==> config.mk <==
export PLATFORM = sky130hd
export DESIGN_NAME = bat_level_ctrl
export DESIGN_NICKNAME = d
export VERILOG_FILES = /design/src/rtl/bat_level_ctrl.sv
export SDC_FILE = /design/constraint.sdc
export NUM_CORES = 1
export LEC_CHECK = 0
export BUFFER_PORTS_ARGS = -buffer_cell sky130_fd_sc_hd__buf_2
export CORE_ASPECT_RATIO = 0.6
export CORE_MARGIN = 2
export CORE_UTILIZATION = 50
export DETAILED_ROUTE_END_ITERATION = 8
export GPL_TIMING_DRIVEN = 0
export PLACE_DENSITY = 0.77
export SYNTH_ARGS = -nofsm -noshare
export SYNTH_HDL_FRONTEND = slang
export SYNTH_SLANG_ARGS = --single-unit
export TNS_END_PERCENT = 20
==> constraint.sdc <==
create_clock -name clk -period 2 [get_ports clk]
set_input_delay 0.1 -clock clk [delete_from_list [all_inputs] [get_ports clk]]
set_output_delay 0.1 -clock clk [all_outputs]
set_load 0.03 [all_outputs]
==> src/rtl/bat_level_ctrl.sv <==
// Battery bar level controller: frame-paced slew to a target level plus single-step requests.
// Optional charge animation is built in when the macro BAT_AUTO_ANIM_EN is defined.
module bat_level_ctrl #(
    parameter int unsigned MAX_LEVEL       = 28,
    parameter int unsigned FRAMES_PER_STEP = 4
) (
    input  logic       clk,
    input  logic       rst,
    input  logic       vsync,
    input  logic       tgt_valid,
    input  logic [4:0] tgt_level,
    output logic       tgt_ready,
    input  logic       inc_req,
    input  logic       dec_req,
    input  logic       anim_en,
    output logic [4:0] bat_ctl,
    output logic       busy,
    output logic       done,
    output logic       full,
    output logic       empty
);

    localparam logic [4:0] MAX_L  = 5'(MAX_LEVEL);
    localparam logic [7:0] FPS_M1 = 8'(FRAMES_PER_STEP - 1);

    typedef enum logic [1:0] {
        IDLE = 2'd0,
`ifdef BAT_AUTO_ANIM_EN
        ANIM = 2'd2,
`endif
        SLEW = 2'd1
    } state_t;

    state_t     state_q, state_d;
    logic [4:0] level_q, level_d;
    logic [4:0] target_q, target_d;
    logic [7:0] cnt_q, cnt_d;
    logic       inc_q, inc_d;
    logic       dec_q, dec_d;
    logic       done_q, done_d;
    logic       vs_meta_q, vs_sync_q, vs_prev_q;
    logic       frame_tick;
    logic       accept;
    logic       inc_eff, dec_eff;
    logic [4:0] tgt_clamped;

    // Synchronizer flops rest at 1 so reset release can never fake a falling edge.
    always_ff @(posedge clk or posedge rst) begin
        if (rst) begin
            vs_meta_q <= 1'b1;
            vs_sync_q <= 1'b1;
            vs_prev_q <= 1'b1;
        end else begin
            vs_meta_q <= vsync;
            vs_sync_q <= vs_meta_q;
            vs_prev_q <= vs_sync_q;
        end
    end

    assign frame_tick  = vs_prev_q & ~vs_sync_q;
    assign tgt_ready   = (state_q == IDLE) & ~rst;
    assign accept      = tgt_valid & tgt_ready;
    assign tgt_clamped = (tgt_level > MAX_L) ? MAX_L : tgt_level;
    assign inc_eff     = inc_q | inc_req;
    assign dec_eff     = dec_q | dec_req;

`ifndef BAT_AUTO_ANIM_EN
    logic anim_unused;
    assign anim_unused = anim_en;
`endif

    always_comb begin
        state_d  = state_q;
        level_d  = level_q;
        target_d = target_q;
        cnt_d    = cnt_q;
        inc_d    = inc_q;
        dec_d    = dec_q;
        done_d   = 1'b0;
        case (state_q)
            IDLE: begin
                if (accept) begin
                    target_d = tgt_clamped;
                    cnt_d    = '0;
                    inc_d    = 1'b0;
                    dec_d    = 1'b0;
                    state_d  = SLEW;
                end
`ifdef BAT_AUTO_ANIM_EN
                else if (anim_en) begin
                    cnt_d   = '0;
                    inc_d   = 1'b0;
                    dec_d   = 1'b0;
                    state_d = ANIM;
                end
`endif
                else if (frame_tick) begin
                    // Conflicting requests cancel; saturated ones are simply consumed.
                    if (inc_eff && !dec_eff && level_q != MAX_L) begin
                        level_d = level_q + 5'd1;
                    end else if (dec_eff && !inc_eff && level_q != 5'd0) begin
                        level_d = level_q - 5'd1;
                    end
                    inc_d = 1'b0;
                    dec_d = 1'b0;
                end else begin
                    inc_d = inc_eff;
                    dec_d = dec_eff;
                end
            end
            SLEW: begin
                if (level_q == target_q) begin
                    state_d = IDLE;
                    done_d  = 1'b1;
                end else if (frame_tick) begin
                    if (cnt_q == FPS_M1) begin
                        cnt_d   = '0;
                        level_d = (target_q > level_q) ? level_q + 5'd1 : level_q - 5'd1;
                    end else begin
                        cnt_d = cnt_q + 8'd1;
                    end
                end
            end
`ifdef BAT_AUTO_ANIM_EN
            ANIM: begin
                if (frame_tick) begin
                    if (!anim_en) begin
                        state_d = IDLE;
                    end else if (cnt_q == FPS_M1) begin
                        cnt_d   = '0;
                        level_d = (level_q == MAX_L) ? 5'd0 : level_q + 5'd1;
                    end else begin
                        cnt_d = cnt_q + 8'd1;
                    end
                end
            end
`endif
            default: state_d = IDLE;
        endcase
    end

    always_ff @(posedge clk or posedge rst) begin
        if (rst) begin
            state_q  <= IDLE;
            level_q  <= '0;
            target_q <= '0;
            cnt_q    <= '0;
            inc_q    <= 1'b0;
            dec_q    <= 1'b0;
            done_q   <= 1'b0;
        end else begin
            state_q  <= state_d;
            level_q  <= level_d;
            target_q <= target_d;
            cnt_q    <= cnt_d;
            inc_q    <= inc_d;
            dec_q    <= dec_d;
            done_q   <= done_d;
        end
    end

    assign bat_ctl = level_q;
    assign busy    = (state_q != IDLE);
    assign done    = done_q;
    assign full    = (level_q == MAX_L);
    assign empty   = (level_q == 5'd0);

endmodule

==> qor.txt <==
CTS Buf Count - 3
Number of diodes - 0
Routed vias - 1115
Final min period - 2121 ps
Crit. End Element - flop
Post-Syn Nets - 152
Worst slack, placed - -261.2 ps
Fmax - 471.5 MHz
Outcome - complete, but fails checks
Placed cell count - 184
Vias per cell - 5.547
GRT overflow - 0
Largest family of logic cells by synthesized area - simple AND/OR/NAND/NOR gates
Largest delay share family, worst path - compound AO/OA/AOI/OAI gates
Dpl hpwl - 2316 um
Core area - 2540 sq um
Final setup margin - -120.9 ps
Worst-path maximum fanout - 5
Port buffer count - 20
CTS Buffer Depth - 2
Sw frac - 0.4337
Synth warnings - 0
CTS tree - built
Synth cell types - 38
Synthesized area - 1361 sq um
Register area share after synthesis - 0.4623
Largest net degree at the start of global routing - 26
WP data arrival - 2270 ps
Share of cells above drive strength 1 - 0.4675
Area added between synthesis and finish - 31.89%
Startpoint Class - flop
Mapped Cells - 132
WP buf/inv - 1
Final period util - 1.060
Synthesis-stage register bit count - 25
RSZ-0062 raised after global routing - yes
Final Non-Filler Cells - 201
First-pass GRT wire length - 5147 um
Multiplexer share of the synthesized area - 0.04871
Endpoints failing setup - 7
Max Slew Vio Count - 0
Clk pin slew, worst setup/hold paths - 80 ps
Violated checks - setup timing
Die Ht - 44.42 um
Gpl congestion - 0.8750
Clock tree sinks - 25
Die width - 71.36 um
Fraction of the mapped netlist area in adder cells - 0.07353
# DRC - 0
Antenna violations before repair - 0
Max VDD drop - 0.8696 mV
GRT Overall Usage - 0.2154
Antenna-violating nets left - 0
Routed WL per cell - 16.05 um
Switch Pwr - 1.274 mW
Actual slew at the worst max-slew pin - 890.6 ps
Flop pwr share - 0.306
Critical Path RT - 2150 ps
Comb power frac - 0.596
Avg Inst Size Synth - 10.31 sq um
Worst-path cell chain - inv_4, ha_4, and4_4, a211o_1, o211ai_4, and4_1, o21ai_2, xnor2_1
Fin. Hold Viols - 0
Number of core rows - 14
Leakage - 0.7916 nW
P per Cell Area - 1637 nW/um^2
Worst hold path type - in -> async
Power Internal - 1.664 mW
Fin nets - 190
Total Wirelength - 3226 um
Slowest stage delay, CP - 440 ps
Kind of critical path - reg -> reg
# IOs - 22
Relative slew slack - 0.4056
Compound-Gate Fraction of Synth Area - 0.1498
Clock share of power - 0.098
Vias in the first global route - 1086
DRT iter0 DRCs - 80
H-tree Lvls - 1
Simple-gate share of the synthesized area - 0.1994
Setup Skew - 1.586 ps
CP max stage cell - dfrtp_2
Die ar. - 3169 sq um
Clk Latency, worst-skew pair - 260 ps
TritonRoute pass-1 iters - 4
Starting density of the core - 0.5360
Post-synthesis xor/xnor area fraction - 0.03217
Clk root buf - clkbuf_8
Max Cap Viol - 0
-- timing repair --
action	in CTS	in global routing
setup endpoints to repair	13	10
hold buffers	1	0
pin swaps	9	3
gates cloned	0	0
endpoints found under the hold margin	1	0
setup buffers	9	3
gates resized for setup	8	7
-- logic make-up (layout without fill, tap and decap cells) --
| logic type | after synthesis | in the layout |
|---|---|---|
| simple gates | 48 | 48 |
| compound gates | 28 | 28 |
| flops | 25 | 25 |
| buf+inv | 12 | 49 |
| fa+ha+maj | 8 | 8 |
| mux | 6 | 6 |
| xor+xnor | 5 | 5 |
-- synth_stat cells --
master / instances / share of area
dfrtp_1: 22 / 0.40
inv_1: 10 / 0.028
nand2_1: 10 / 0.028
nor2_1: 10 / 0.028
o21ai_0: 10 / 0.037
ha_1: 8 / 0.074
nand3_1: 8 / 0.029
a21oi_1: 5 / 0.018
mux2_2: 5 / 0.041
xnor2_1: 4 / 0.026
and2b_1: 3 / 0.017
and4_1: 3 / 0.019
dfstp_2: 3 / 0.058
o31ai_1: 3 / 0.017
a22o_1: 2 / 0.013
and3_1: 2 / 0.0092
nand2b_1: 2 / 0.0092
nor4_1: 2 / 0.0092
a211o_1: 1 / 0.0064
a21boi_0: 1 / 0.0055
a21o_1: 1 / 0.0055
a31oi_1: 1 / 0.0046
buf_2: 1 / 0.0037
clkbuf_1: 1 / 0.0028
mux2i_1: 1 / 0.0074
nand2_2: 1 / 0.0046
nand3_2: 1 / 0.0074
nor2b_1: 1 / 0.0046
nor3_1: 1 / 0.0037
nor3_4: 1 / 0.012
nor4b_1: 1 / 0.0064
o211ai_2: 1 / 0.0092
o21ai_2: 1 / 0.0064
o31ai_4: 1 / 0.016
o41ai_2: 1 / 0.012
or2_2: 1 / 0.0046
or4_4: 1 / 0.0083
xor2_1: 1 / 0.0064
-- layout by cell type (no fill, tap or decap), drive strengths merged, types with 2 or more instances in the layout --
master   n
nor2    10
o31ai    4
xnor2    4
dfstp    3
mux2     5
inv     10
a21oi    5
and4     3
nor3     2
nand3    9
and2b    3
buf     33
nand2b   2
clkbuf   5
dfrtp   22
o21ai   11
nand2   11
and3     2
nor4     2
a22o     2
ha       8
-- final cells by class --
class,count,area (sq um)
Buffer,2,12.51
Clock buffer,4,45.04
Fill cell,180,744.5
Inverter,10,45.04
Multi-Input combinational cell,95,809.5
Sequential cell,25,635.6
Tap cell,32,40.04
Timing Repair Buffer,33,207.7
-- worst paths after layout --
check	startpoint	endpoint	slack (ps)	cells past startpoint
max	bat_ctl[2]	bat_ctl[3]	-120	8
min	rst	cnt_q[4]	30	2
max reg2reg	bat_ctl[2]	bat_ctl[3]	-120	8
min reg2reg	vs_meta_q	vs_sync_q	370	0
max in group asynchronous	rst	bat_ctl[2]	1370	2
min in group clk	tgt_level[0]	target_q[0]	60	2
-- stage by stage --
stage	power, mW	setup TNS [ps]	util	hold slack, ps	instance area, sq um
after floorplan	1.941	-516.5	-	104.5	1464
after global placement	2.189	-898.8	0.6315	206.9	1604
after detailed placement	2.296	-1682	0.6315	212.0	1604
after CTS	2.766	-205.9	0.6872	60.33	1745
after global routing	3.126	-1004	0.7069	51.14	1795
final	2.939	-314.4	0.7069	33.55	1795
-- state kept, by name, summed over array words and instances (netlist names) --
signal     cells
cnt_q          8
bat_ctl        5
target_q       5
dec_q          1
done           1
inc_q          1
state_q        1
vs_meta_q      1
vs_prev_q      1
vs_sync_q      1
-- routing by layer --
metal | vias up | track usage | routed length, um
met5 | - | 0 | 0
met4 | 0 | 0.06038 | 49
met3 | 4 | 0.05923 | 147
met2 | 27 | 0.3426 | 1489
met1 | 541 | 0.2956 | 1539
li1 | 543 | - | -
-- power by group through the flow --
stage / Combinational, mW / Sequential [mW] / Clock (mW)
detailed placement: 1.37 / 0.927 / 0
floorplan: 0.945 / 0.996 / 0
global placement: 1.27 / 0.914 / 0
CTS: 1.58 / 0.893 / 0.294
global route: 1.88 / 0.923 / 0.322
finish: 1.75 / 0.898 / 0.289
Power figures use the tool's default switching activity.
